**config.mk**
```make
export PLATFORM = sky130hd
export DESIGN_NAME = mem_access_flat
export DESIGN_NICKNAME = d
export VERILOG_FILES = /design/src/rtl/mem_access_if.sv /design/src/rtl/mem_access.sv /design/src/flat_wrapper.sv
export SDC_FILE = /design/constraint.sdc
export NUM_CORES = 1
export LEC_CHECK = 0
export CORE_UTILIZATION = 27
export CTS_CLUSTER_SIZE = 25
export DETAILED_ROUTE_END_ITERATION = 10
export GPL_ROUTABILITY_DRIVEN = 0
export HOLD_SLACK_MARGIN = 0.1
export PLACE_DENSITY_LB_ADDON = 0.3
export SLEW_MARGIN = 5
export SYNTH_ARGS = -nofsm -noshare
export SYNTH_HDL_FRONTEND = slang
export SYNTH_SLANG_ARGS = --single-unit
```
**constraint.sdc**
```tcl
create_clock -name clk_i -period 10.7 [get_ports clk_i]
set_clock_uncertainty 0.2 [all_clocks]
set_input_delay 3.21 -clock clk_i [delete_from_list [all_inputs] [get_ports clk_i]]
set_output_delay 3.21 -clock clk_i [all_outputs]
set_load 0.02 [all_outputs]
```
**src/rtl/mem_access_if.sv**
```systemverilog
// ----------------------------------------------------------------------------
// mem_access_if
// Data-bus bundle between the load/store stage (master) and the memory
// system (slave). Uses the req/gnt/rvalid protocol:
//   bus_req_o    master -> slave  request, held until bus_gnt_i
//   bus_we_o     master -> slave  1 = write
//   bus_addr_o   master -> slave  word-aligned byte address
//   bus_be_o     master -> slave  byte enables
//   bus_wdata_o  master -> slave  lane-replicated write data
//   bus_gnt_i    slave -> master  request accepted
//   bus_rvalid_i slave -> master  response (read data or write ack) valid
//   bus_rdata_i  slave -> master  read data
//   bus_err_i    slave -> master  response error, qualified by bus_rvalid_i
// Signal suffixes are written from the master's point of view.
// ----------------------------------------------------------------------------
interface mem_access_if;
    logic        bus_req_o;
    logic        bus_we_o;
    logic [31:0] bus_addr_o;
    logic [3:0]  bus_be_o;
    logic [31:0] bus_wdata_o;
    logic        bus_gnt_i;
    logic        bus_rvalid_i;
    logic [31:0] bus_rdata_i;
    logic        bus_err_i;

    modport master (
        output bus_req_o, bus_we_o, bus_addr_o, bus_be_o, bus_wdata_o,
        input  bus_gnt_i, bus_rvalid_i, bus_rdata_i, bus_err_i
    );

    modport slave (
        input  bus_req_o, bus_we_o, bus_addr_o, bus_be_o, bus_wdata_o,
        output bus_gnt_i, bus_rvalid_i, bus_rdata_i, bus_err_i
    );
endinterface

```
**src/rtl/mem_access.sv**
```systemverilog
// ----------------------------------------------------------------------------
// mem_access
// Load/store stage that sits directly after execute. Accepts one load or
// store per idle cycle, forms byte enables and lane-replicated write data,
// runs one req/gnt/rvalid transaction on the data bus and returns aligned,
// extended load data as a registered register-file write.
//
// Ports
//   clk_i, rst_i          clock (rising edge), async active-high reset
//   lsu_ld_en_i/st_en_i   load / store request (store wins if both set)
//   lsu_size_i            00 byte, 01 half, 10 word, 11 illegal
//   lsu_unsigned_i        loads: 1 = zero-extend, 0 = sign-extend
//   lsu_addr_i            byte address
//   lsu_wdata_i           store data
//   lsu_rd_i              load destination register
//   lsu_ready_o           1 = idle, request can be accepted this cycle
//   bus                   data-bus master port (mem_access_if.master)
//   lsu_reg_wr_o/addr_o/data_o  one-cycle register write
//   lsu_misalign_o        one-cycle pulse: misaligned or illegal size
//   lsu_bus_err_o         one-cycle pulse: bus error or timeout
// ----------------------------------------------------------------------------
module mem_access #(
    parameter int unsigned TIMEOUT = 255
) (
    input  logic         clk_i,
    input  logic         rst_i,
    input  logic         lsu_ld_en_i,
    input  logic         lsu_st_en_i,
    input  logic [1:0]   lsu_size_i,
    input  logic         lsu_unsigned_i,
    input  logic [31:0]  lsu_addr_i,
    input  logic [31:0]  lsu_wdata_i,
    input  logic [4:0]   lsu_rd_i,
    output logic         lsu_ready_o,
    mem_access_if.master bus,
    output logic         lsu_reg_wr_o,
    output logic [4:0]   lsu_reg_addr_o,
    output logic [31:0]  lsu_reg_data_o,
    output logic         lsu_misalign_o,
    output logic         lsu_bus_err_o
);

    typedef enum logic [1:0] {IDLE, REQ, RSP} state_e;

    // Last timer value at which the transaction may still complete; the
    // transaction therefore spends at most TIMEOUT cycles in REQ+RSP.
    localparam logic [7:0] TIMER_LAST = 8'(TIMEOUT - 1);

    state_e      state_q, state_d;
    logic        reqWe_q, reqWe_d;
    logic [31:0] busAddr_q, busAddr_d;
    logic [3:0]  busBe_q, busBe_d;
    logic [31:0] busWdata_q, busWdata_d;
    logic [1:0]  ldSize_q, ldSize_d;
    logic        ldUnsigned_q, ldUnsigned_d;
    logic [1:0]  ldOffset_q, ldOffset_d;
    logic [4:0]  ldRd_q, ldRd_d;
    logic [7:0]  timer_q, timer_d;
    logic        regWr_q, regWr_d;
    logic [4:0]  regAddr_q, regAddr_d;
    logic [31:0] regData_q, regData_d;
    logic        misalign_q, misalign_d;
    logic        busErr_q, busErr_d;

    logic        accept;
    logic        misaligned;
    logic [3:0]  beNew;
    logic [31:0] wdataNew;
    logic        finish;

    // Shift the addressed lane down to bit 0, then extend per size/sign.
    function automatic logic [31:0] alignLoad(input logic [31:0] rdata,
                                              input logic [1:0]  offset,
                                              input logic [1:0]  size,
                                              input logic        uns);
        logic [31:0] shifted;
        shifted = rdata >> {offset, 3'b000};
        case (size)
            2'b00:   alignLoad = uns ? {24'd0, shifted[7:0]}
                                     : {{24{shifted[7]}}, shifted[7:0]};
            2'b01:   alignLoad = uns ? {16'd0, shifted[15:0]}
                                     : {{16{shifted[15]}}, shifted[15:0]};
            default: alignLoad = shifted;
        endcase
    endfunction

    // Request decode: alignment check, byte enables and replicated data.
    always_comb begin
        accept     = lsu_ld_en_i | lsu_st_en_i;
        misaligned = (lsu_size_i == 2'b11)
                   | ((lsu_size_i == 2'b01) & lsu_addr_i[0])
                   | ((lsu_size_i == 2'b10) & (lsu_addr_i[1:0] != 2'b00));
        case (lsu_size_i)
            2'b00: begin
                beNew    = 4'b0001 << lsu_addr_i[1:0];
                wdataNew = {4{lsu_wdata_i[7:0]}};
            end
            2'b01: begin
                beNew    = 4'b0011 << lsu_addr_i[1:0];
                wdataNew = {2{lsu_wdata_i[15:0]}};
            end
            default: begin
                beNew    = 4'b1111;
                wdataNew = lsu_wdata_i;
            end
        endcase
    end

    // State register
    always_ff @(posedge clk_i or posedge rst_i) begin
        if (rst_i) begin
            state_q      <= IDLE;
            reqWe_q      <= 1'b0;
            busAddr_q    <= '0;
            busBe_q      <= '0;
            busWdata_q   <= '0;
            ldSize_q     <= '0;
            ldUnsigned_q <= 1'b0;
            ldOffset_q   <= '0;
            ldRd_q       <= '0;
            timer_q      <= '0;
            regWr_q      <= 1'b0;
            regAddr_q    <= '0;
            regData_q    <= '0;
            misalign_q   <= 1'b0;
            busErr_q     <= 1'b0;
        end else begin
            state_q      <= state_d;
            reqWe_q      <= reqWe_d;
            busAddr_q    <= busAddr_d;
            busBe_q      <= busBe_d;
            busWdata_q   <= busWdata_d;
            ldSize_q     <= ldSize_d;
            ldUnsigned_q <= ldUnsigned_d;
            ldOffset_q   <= ldOffset_d;
            ldRd_q       <= ldRd_d;
            timer_q      <= timer_d;
            regWr_q      <= regWr_d;
            regAddr_q    <= regAddr_d;
            regData_q    <= regData_d;
            misalign_q   <= misalign_d;
            busErr_q     <= busErr_d;
        end
    end

    // Next-state logic. A response arriving in the final timer cycle still
    // completes normally; the timeout only fires when nothing came back.
    always_comb begin
        state_d      = state_q;
        reqWe_d      = reqWe_q;
        busAddr_d    = busAddr_q;
        busBe_d      = busBe_q;
        busWdata_d   = busWdata_q;
        ldSize_d     = ldSize_q;
        ldUnsigned_d = ldUnsigned_q;
        ldOffset_d   = ldOffset_q;
        ldRd_d       = ldRd_q;
        timer_d      = timer_q;
        regWr_d      = 1'b0;
        regAddr_d    = '0;
        regData_d    = '0;
        misalign_d   = 1'b0;
        busErr_d     = 1'b0;
        finish       = 1'b0;

        case (state_q)
            IDLE: begin
                if (accept) begin
                    timer_d = '0;
                    if (misaligned) begin
                        misalign_d = 1'b1;
                    end else begin
                        state_d      = REQ;
                        reqWe_d      = lsu_st_en_i;
                        busAddr_d    = {lsu_addr_i[31:2], 2'b00};
                        busBe_d      = beNew;
                        busWdata_d   = wdataNew;
                        ldSize_d     = lsu_size_i;
                        ldUnsigned_d = lsu_unsigned_i;
                        ldOffset_d   = lsu_addr_i[1:0];
                        ldRd_d       = lsu_rd_i;
                    end
                end
            end
            REQ: begin
                timer_d = timer_q + 8'd1;
                if (bus.bus_gnt_i && bus.bus_rvalid_i) begin
                    finish = 1'b1;
                end else if (timer_q == TIMER_LAST) begin
                    state_d  = IDLE;
                    busErr_d = 1'b1;
                end else if (bus.bus_gnt_i) begin
                    state_d = RSP;
                end
            end
            RSP: begin
                timer_d = timer_q + 8'd1;
                if (bus.bus_rvalid_i) begin
                    finish = 1'b1;
                end else if (timer_q == TIMER_LAST) begin
                    state_d  = IDLE;
                    busErr_d = 1'b1;
                end
            end
            default: state_d = IDLE;
        endcase

        if (finish) begin
            state_d = IDLE;
            if (bus.bus_err_i) begin
                busErr_d = 1'b1;
            end else if (!reqWe_q && (ldRd_q != 5'd0)) begin
                regWr_d   = 1'b1;
                regAddr_d = ldRd_q;
                regData_d = alignLoad(bus.bus_rdata_i, ldOffset_q, ldSize_q, ldUnsigned_q);
            end
        end
    end

    // Outputs: request fields come straight from the latched copies so they
    // stay stable for the whole REQ phase.
    always_comb begin
        lsu_ready_o     = (state_q == IDLE);
        bus.bus_req_o   = (state_q == REQ);
        bus.bus_we_o    = reqWe_q;
        bus.bus_addr_o  = busAddr_q;
        bus.bus_be_o    = busBe_q;
        bus.bus_wdata_o = busWdata_q;
        lsu_reg_wr_o    = regWr_q;
        lsu_reg_addr_o  = regAddr_q;
        lsu_reg_data_o  = regData_q;
        lsu_misalign_o  = misalign_q;
        lsu_bus_err_o   = busErr_q;
    end

endmodule

```
**src/flat_wrapper.sv**
```systemverilog
// flat-port wrapper written by rule: the top's interface ports become plain ports
module mem_access_flat 
#(
    parameter int unsigned TIMEOUT = 255
)
  (clk_i, rst_i, lsu_ld_en_i, lsu_st_en_i, lsu_size_i, lsu_unsigned_i, lsu_addr_i, lsu_wdata_i, lsu_rd_i, lsu_ready_o, lsu_reg_wr_o, lsu_reg_addr_o, lsu_reg_data_o, lsu_misalign_o, lsu_bus_err_o, bus_bus_req_o, bus_bus_we_o, bus_bus_addr_o, bus_bus_be_o, bus_bus_wdata_o, bus_bus_gnt_i, bus_bus_rvalid_i, bus_bus_rdata_i, bus_bus_err_i);
  mem_access_if bus_i ();
  input  logic clk_i;
  input  logic rst_i;
  input  logic lsu_ld_en_i;
  input  logic lsu_st_en_i;
  input  logic [1:0] lsu_size_i;
  input  logic lsu_unsigned_i;
  input  logic [31:0] lsu_addr_i;
  input  logic [31:0] lsu_wdata_i;
  input  logic [4:0] lsu_rd_i;
  output logic lsu_ready_o;
  output logic lsu_reg_wr_o;
  output logic [4:0] lsu_reg_addr_o;
  output logic [31:0] lsu_reg_data_o;
  output logic lsu_misalign_o;
  output logic lsu_bus_err_o;
  output wire logic [$bits(bus_i.bus_req_o)-1:0] bus_bus_req_o;
  output wire logic [$bits(bus_i.bus_we_o)-1:0] bus_bus_we_o;
  output wire logic [$bits(bus_i.bus_addr_o)-1:0] bus_bus_addr_o;
  output wire logic [$bits(bus_i.bus_be_o)-1:0] bus_bus_be_o;
  output wire logic [$bits(bus_i.bus_wdata_o)-1:0] bus_bus_wdata_o;
  input wire logic [$bits(bus_i.bus_gnt_i)-1:0] bus_bus_gnt_i;
  input wire logic [$bits(bus_i.bus_rvalid_i)-1:0] bus_bus_rvalid_i;
  input wire logic [$bits(bus_i.bus_rdata_i)-1:0] bus_bus_rdata_i;
  input wire logic [$bits(bus_i.bus_err_i)-1:0] bus_bus_err_i;
  assign bus_bus_req_o = bus_i.bus_req_o;
  assign bus_bus_we_o = bus_i.bus_we_o;
  assign bus_bus_addr_o = bus_i.bus_addr_o;
  assign bus_bus_be_o = bus_i.bus_be_o;
  assign bus_bus_wdata_o = bus_i.bus_wdata_o;
  assign bus_i.bus_gnt_i = bus_bus_gnt_i;
  assign bus_i.bus_rvalid_i = bus_bus_rvalid_i;
  assign bus_i.bus_rdata_i = bus_bus_rdata_i;
  assign bus_i.bus_err_i = bus_bus_err_i;
  mem_access #(.TIMEOUT(TIMEOUT)) u_core (.clk_i(clk_i), .rst_i(rst_i), .lsu_ld_en_i(lsu_ld_en_i), .lsu_st_en_i(lsu_st_en_i), .lsu_size_i(lsu_size_i), .lsu_unsigned_i(lsu_unsigned_i), .lsu_addr_i(lsu_addr_i), .lsu_wdata_i(lsu_wdata_i), .lsu_rd_i(lsu_rd_i), .lsu_ready_o(lsu_ready_o), .bus(bus_i), .lsu_reg_wr_o(lsu_reg_wr_o), .lsu_reg_addr_o(lsu_reg_addr_o), .lsu_reg_data_o(lsu_reg_data_o), .lsu_misalign_o(lsu_misalign_o), .lsu_bus_err_o(lsu_bus_err_o));
endmodule
```
==> results, run 1 <==
- Across every metal layer, demand over resource in global routing totals 14.77%.
- The signal on the critical path passes through clkdlybuf4s50_1 -> buf_4 -> a21oi_1 -> o21ai_4 -> buf_4 -> mux2_2.
- In the final timing run, aggregate negative setup slack is 0 ps.
- The number of vias after detailed routing is 4565.
- Summed over all layers, the global routing overflow is 0.
- The total standard cell area after synthesis is 5771 um^2.
- Row generation in the floorplan step produced 53 rows.
- The worst path in the final design needs a cycle of 5765 ps, including I/O delays and setup.
- After clock tree synthesis, the flow added hold-fix buffers numbering 0.
- The total CTS buffers is 17.
- The static leakage is 3.748 nW.
- The initial antenna violation count came to 0.
- Including well taps, the total number of placed cells is 983.
- The post-route netlist has 13.78% of its cells at a drive strength greater than 1.
- The detail route stage leaves a number of antenna-violating nets equal to 0.
- The count of cells in the finished layout, fillers not included, comes to 1015.
- The core footprint is 20960 um^2.
- After synthesis the netlist holds a flip-flop and latch count of 127.
- The first global-routing pass estimated 24780 um of wire.
- The largest net degree at the start of global routing is 88.
- The later pin in the worst-skew pair is clocked with a latency of 420 ps.
- Before CTS, the worst setup slack after placement is 4437 ps.
- Input and output buffers added on the ports amount to 219.
- The worst register-to-register path ends at u_core.bus.bus_addr_o[13].
- The number of setup buffers added after CTS is 0.
- The highest clock frequency the design can meet is 0.1735 GHz.
- The TritonCTS clock tree is yes.
- Summed over all nets, the half-perimeter wirelength after detailed placement is 11040 um.
- The worst register-to-register path begins at u_core.state_q[0].
- The final number of hold-violating endpoints was 0.
- The number of nets in the layout is 843.
- The number of fill cells in the layout is 2070.
- The type of element capturing the critical path is a flop.
- The critical path startpoint category is an input pin.
- The timing endpoint of the critical path is u_core.bus.bus_addr_o[13].
- IR analysis of the VDD net gives a maximum drop of 123.7 uV.
- The maximum clock path buffer count is 2.
- After clock tree synthesis, the clock-pin slew on the worst setup and hold paths is 60 ps.
- The antenna diode instance count is 0.
- The number of cells on the worst reg-to-reg path is 6.
- Max-cap violations in this run came to 0.
- Combinational logic burns 40.7% of the power.
- The floorplan die height is 148.2 um.
- The final clock period utilization by the worst path is 53.88%.
- In this run the count of I/O pins placed on the die edge is 222.
- The flow ran to the end, and the final reports show no timing, DRC or antenna violations.
- In the final routed layout, each cell accounts on average for 15.45 um.
- The number of detailed-route iterations in the first pass is 4.
- The aggregate routed wire length is 15690 um.
- From synthesis to final layout, the design area changed by 53.34%.
- Setup violations remaining at the end of the flow were counted as 0.
- The initial cell density of the core is 27.54%.
- The internal power is 1.525 mW.
- Dividing the detail-routed via count by the number of cells gives 4.498.
- The unique cell type count in the Yosys netlist is 46.
- Of all nets on the critical path, the largest fanout is 87.
- The slowest stage of the critical path is the buf_4 cell.
- The cell area power density is 264.1 nW/um^2.
- Counting every sink on the clock net gives 127.
- In this run, the number of DRC markers left after iteration 0 of detailed routing was 156.
- The critical setup path kind is in2reg.
- Yosys printed 0 warnings.
- The most numerous cell on the critical path is buf_4.
- The timing startpoint of the critical path is lsu_size_i[1].
- The H-tree depth is 4.
- The critical path's largest stage delay is 760 ps.
- The slew at the pin closest to its max-slew limit is 965.7 ps.
- Setup repair after global routing left no endpoint under its margin.
- In the synthesized netlist, the number of instances is 517.
- The chip width is 148.2 um.
- Data on the critical path is required at its endpoint by 10800 ps.
- The buffer type at the clock tree root is clkbuf_16.
- The class of the most critical hold timing path is reg2reg.
- The part of the total power dissipated in sequential elements is 31.6%.
- Hold timing on the final database bottoms out at a slack of 276.3 ps.
- The proportion of power drawn by the clock network is 27.7%.
- The utilization after layout is 42.23%.
- For this run, the register share of the synthesized area comes to 55.07%.
- The number of design rule violations left after detail routing is 0.
- The worst pin sits at a relative slew slack of 35.38%.
- The critical path arrival is 5870 ps.
- The via count of the first global-routing pass came to 4606.
- The register-to-register setup slack is 7920 ps.
- The setup slack after layout is 4935 ps.
- The mean cell area of the mapped netlist is 11.16 um^2.
- The fraction of power spent switching nets is 34.73%.
- The total of cells resized after clock tree synthesis is 0.
- The switching component of the power is 0.8118 mW.
- The die area is 21960 um^2.
- The number of pins with negative max-slew slack in the final report is 0.
-- Yosys cell counts, drive strengths merged --
cell	number	area [um^2]
buf	18	107.6
or3	1	6.260
o2bb2ai	1	8.760
mux4	1	22.52
a211oi	16	120.1
nor2b	13	81.33
clkbuf	17	66.31
nor4b	2	17.52
conb	1	3.750
dfrtp	127	3178
o2111ai	2	17.52
a21boi	1	7.510
and3	1	6.260
mux2	59	664.4
a21oi	37	185.2
a21o	1	7.510
xnor2	4	35.03
o21a	1	7.510
o21ai	41	209.0
nor2	36	135.1
nor4	1	6.260
o211a	1	10.01
nor3	3	20.02
nand3b	1	7.510
nand4	4	25.02
ha	5	62.56
nand2b	1	6.260
o22a	1	8.760
and2	8	50.05
nand2	52	195.2
mux2i	35	350.3
a31o	1	8.760
inv	11	41.29
o22ai	1	6.260
o211ai	3	27.52
xor2	3	26.28
nand3	5	25.02
or2	1	6.260
-- per-stage QoR --
step / instance area [um^2] / power [mW]
2_1_floorplan: 5774 / 1.294
3_3_place_gp: 8194 / 1.693
3_5_place_dp: 8194 / 1.706
4_1_cts: 8848 / 2.366
5_1_grt: 8848 / 2.478
6_report: 8848 / 2.337
-- cells by family (layout without fill, tap and decap cells) --
group | count (synthesis) | in the layout | share of synthesized area, %
adder cells (fa/ha/maj) | 5 | 5 | 1.084
flip-flops | 127 | 127 | 55.07
AO/OA/AOI/OAI | 107 | 107 | 10.82
other | 1 | 2 | 0.06499
AND/OR/NAND/NOR | 129 | 129 | 10.19
multiplexers | 95 | 95 | 17.97
buffers and inverters | 46 | 268 | 3.729
XOR/XNOR | 7 | 7 | 1.062
-- routing by layer --
metal  wire, um  up-vias  GRT usage (%)  part of all wire, %
li1           -     2214              -                    -
met1       7124     2171          18.95                   45
met2       7185      157          22.75                   46
met3       1041       23          4.939                  6.6
met4        334        0          6.082                  2.1
met5          0        -              0                    0
-- sequential cells by signal (all words and copies together) (netlist names) --
register and flops:
u_core.ldRd_q 5, u_core.lsu_misalign_o 1, u_core.bus.bus_be_o 4, u_core.lsu_reg_addr_o 5, u_core.bus.bus_addr_o 30, u_core.lsu_reg_data_o 32
u_core.bus.bus_wdata_o 32, u_core.ldUnsigned_q 1, u_core.lsu_bus_err_o 1, u_core.lsu_reg_wr_o 1, u_core.bus.bus_we_o 1, u_core.ldOffset_q 2
u_core.ldSize_q 2, u_core.state_q 2, u_core.timer_q 8
-- placed cells by master, fill, tap and decap left out, types with 3 or more instances in the layout --
cell type,n
a211oi_1,16
a21oi_1,37
and2_1,8
buf_4,6
bufinv_16,5
clkbuf_16,17
clkdlybuf4s50_1,219
clkinv_4,4
dfrtp_1,127
ha_1,5
inv_1,10
inv_6,3
mux2_2,59
mux2i_1,35
nand2_1,52
nand3_1,5
nand4_1,4
nor2_1,36
nor2b_1,13
o21ai_0,38
xnor2_1,4
xor2_1,3
-- power groups by stage --
stage	Sequential (mW)	Clock (mW)	Combinational [mW]
final	0.738	0.648	0.952
after global routing	0.762	0.688	1.03
after CTS	0.739	0.663	0.963
after detailed placement	0.745	0	0.961
after global placement	0.743	0	0.951
after floorplan	0.887	0	0.407
-- layout make-up --
class	count	area, um^2	area share (%)
well taps	275	344.1	3.889
repair buffers	225	2237	25.28
clock inverters	12	207.7	2.347
inverters	11	46.29	0.5232
multi-input cells	345	2389	26.99
flip-flops and latches	127	3178	35.92
clock buffers	20	446.7	5.048
-- worst min-delay path by stage --
stage                                          start                          to  slack [ps]  cells after the start
after floorplan                     u_core.ldRd_q[2]            u_core.ldRd_q[2]         280                      1
after global placement    u_core.bus.bus_wdata_o[29]  u_core.bus.bus_wdata_o[29]         260                      2
after detailed placement  u_core.bus.bus_wdata_o[24]  u_core.bus.bus_wdata_o[24]         270                      2
after CTS                  u_core.bus.bus_wdata_o[8]   u_core.bus.bus_wdata_o[8]         280                      2
after global routing      u_core.bus.bus_wdata_o[17]  u_core.bus.bus_wdata_o[17]         300                      2
final                     u_core.bus.bus_wdata_o[23]  u_core.bus.bus_wdata_o[23]         280                      2
-- worst max-delay path, delay by kind of cell --
kind,cells,cell delay (ps)
compound gates,2,570
buf+inv,3,1560
mux,1,420
No activity file was read; power rests on OpenSTA's default activity.
==> inputs of run 2 (changes only) <==
- clock period: 10.7 -> 5.3 ns (I/O delays scaled with it)
==> run 2 against run 1 <==
  * Die area unchanged
  * First-iteration DRC count up 7.1%
  * Worst hold slack worse by 3.7 ps
  * Power up 97%
  * Wire length down 0.49%
==> results, run 2 (synthesized netlist as in run 1, its figures left out) <==
- The run finished with clean final reports.
- The antenna diode instance count is 0 (unchanged).
- The post-placement worst setup slack is 1250 ps (-3187 ps).
- The clock latency of the later-clocked register in the worst-skew pair is 410 ps (about the same).
- The die area is 21960 um^2 (unchanged).
- The number of buffers added to fix hold violations after cts is 0 (unchanged).
- The final number of hold-violating endpoints is 0 (unchanged).
- The worst-case headroom to the max-slew limit is 35.48% (+0.10 points).
- The number of detailed-route iterations in the first pass is 4 (unchanged).
- The worst hold path startpoint is u_core.bus.bus_wdata_o[23].
- STA classifies the critical path endpoint as an output pin.
- The part of the total power dissipated in sequential elements came to 32.2% (+0.6 points).
- The number of buffers inserted to repair setup after CTS is 0 (unchanged).
- The start of the worst register-to-register path is u_core.ldOffset_q[1].
- The first-pass GRT wire length is 24520 um (-1.0%).
- The met1 usage came to 18.41% (-0.54 points).
- The average vias per placed instance is 4.499 (about the same).
- The max-capacitance violation count is 0 (unchanged).
- The worst hold path cell count is 2 (unchanged).
- The highest clock frequency the design can meet is 0.2745 GHz.
- Setup repair after global routing left no endpoint under its margin.
- The number of vias after detailed routing is 4571 (+0.13%).
- The total CTS buffers is 17 (unchanged).
- The portion of total power attributed to combinational logic came to 42.0% (+1.3 points).
- After layout, the worst path uses 68.74% of the clock period.
- The critical setup path kind is reg2out.
- The internal power is 2.965 mW (+94%).
- The initial cell density of the core came to 27.54% (unchanged).
- The fraction of power spent switching nets is 35.55% (+0.81 points).
- The switching component of the power is 1.635 mW (+100%).
- The sink of the worst hold path is u_core.bus.bus_wdata_o[23].
- The class of the most critical hold timing path is reg2reg.
- The critical path arrival is 1850 ps (-4020 ps).
- The total negative slack is 0 ps (unchanged).
- The chip width is 148.2 um (unchanged).
- The remaining global-route overflow is 0 (unchanged).
- The H-tree depth is 4 (unchanged).
- The row count is 53 (unchanged).
- The area overhead of the layout relative to synthesis is 52.75%.
- The required time of the worst setup path is 3510 ps (-7290 ps).
- The floorplan die height is 148.2 um (unchanged).
- The routed length per instance is 15.36 um (-0.59%).
- The all-layer global routing usage was 14.44% (-0.33 points).
- Clock tree synthesis selected as its root buffer the cell clkbuf_16.
- The clock-pin transition on the worst setup and hold timing paths is 60 ps (about the same).
- The worst supply voltage drop on vdd is 222.0 uV (+79%).
- The worst path needs 3643 ps of the cycle, external delays included.
- The number of nets in the layout is 844 (+0.12%).
- The global routing usage on met3 is 4.540% (-0.40 points).
- The most common cell after layout, fill and taps aside is clkdlybuf4s50_1.
- Leaving out fill and tap cells, the most frequent cells in the layout are 219 x clkdlybuf4s50_1, 127 x dfrtp_1, 59 x mux2_2.
- The placed cell count is 984 (+0.10%).
- The half-perimeter wire length of the detailed placement result is 10980 um (-0.48%).
- The core footprint is 20960 um^2 (unchanged).
- The worst register-to-register path ends at u_core.lsu_reg_data_o[22].
- The number of design-rule violations left by the first detailed-router iteration is 167 (+7.1%).
- The slew at the pin closest to its max-slew limit is 967.7 ps (+2.053 ps).
- The number of antenna-violating nets in the routed design was 0 (unchanged).
- The initial antenna violation count is 0 (unchanged).
- The aggregate routed wire length was 15610 um (-0.49%).
- The critical-path maximum fanout is 8 (-91%).
- The largest net degree at the start of global routing came to 103 (+17%).
- The number of design rule violations left after detail routing is 0 (unchanged).
- The global-route met2 utilization came to 23.19% (+0.45 points).
- The proportion of power drawn by the clock network is 25.8% (-1.9 points).
- The count of buffers from port buffering is 219 (unchanged).
- The count of pins on the block boundary is 222 (unchanged).
- The cell area power density is 521.8 nW/um^2 (+98%).
- The setup slack after layout is 1657 ps (-3279 ps).
- The total of cells resized after clock tree synthesis is 0 (unchanged).
- The layout cell share with drive strength beyond 1 was 14.17% (+0.39 points).
- The number of failing setup endpoints in the final timing report is 0 (unchanged).
- The count of non-filler cells in the finished layout is 1016 (+0.099%).
- The number of pins with negative max-slew slack in the final report is 0 (unchanged).
- TritonCTS built the clock tree.
- The logic depth of the worst register-to-register path is 3 (-3).
- The register-to-register setup slack is 2870 ps (-5050 ps).
- The highest-utilization routing layer at the global route stage is met2.
- The via count of the first global-routing pass is 4501 (-2.3%).
- The number of clock sinks is 127 (unchanged).
- The maximum clock path buffer count is 2 (unchanged).
- The critical path startpoint category is a flop.
- The static leakage is 3.733 nW (-0.42%).
- The tightest hold margin came to 272.6 ps (-3.662 ps).
==> run 2: final cells by class <==
cell class | count | area [um^2]
Timing Repair Buffer | 226 | 2257
Sequential cell | 127 | 3178
Clock buffer | 20 | 466.7
Fill cell | 2036 | 12140
Tap cell | 275 | 344.1
Inverter | 11 | 46.29
Multi-Input combinational cell | 345 | 2389
Clock inverter | 12 | 133.9
==> run 2: worst max path at each step <==
stage / startpoint / endpoint / slack (ps) / cells past startpoint
after global routing: lsu_addr_i[0] / u_core.bus.bus_addr_o[6] / 1540 / 5
after detailed placement: lsu_addr_i[0] / u_core.bus.bus_addr_o[8] / 1250 / 5
after CTS: u_core.state_q[0] / lsu_ready_o / 1620 / 3
after global placement: lsu_addr_i[0] / u_core.bus.bus_addr_o[7] / 1280 / 5
after floorplan: rst_i / u_core.bus.bus_addr_o[10] / 130 / 1
final: u_core.state_q[0] / lsu_ready_o / 1660 / 3
==> run 2: critical path: stages (launching register included) <==
cell and delay (ps):
dfrtp_1 390, inv_1 80, ha_1 310, clkdlybuf4s50_1 660
==> run 2: per-stage QoR <==
stage / utilization (%) / power, mW / cell area [um^2]
floorplan: - / 2.612 / 5774
global placement: 39.20 / 3.432 / 8214
detailed placement: 39.20 / 3.449 / 8214
CTS: 42.06 / 4.669 / 8815
global route: 42.06 / 4.882 / 8815
finish: 42.06 / 4.600 / 8815
==> run 2: per-layer routing <==
metal | part of all wire [%] | vias up
li1 | - | 2218
met1 | 45 | 2203
met2 | 47 | 140
met3 | 7.0 | 10
met4 | 0.76 | 0
met5 | 0 | -
==> run 2: power groups by stage <==
stage / Combinational, mW / Sequential, mW / Clock (mW)
after floorplan: 0.822 / 1.79 / 0
after global placement: 1.94 / 1.49 / 0
after detailed placement: 1.95 / 1.50 / 0
after CTS: 1.96 / 1.48 / 1.23
after global routing: 2.08 / 1.53 / 1.27
final: 1.93 / 1.48 / 1.19
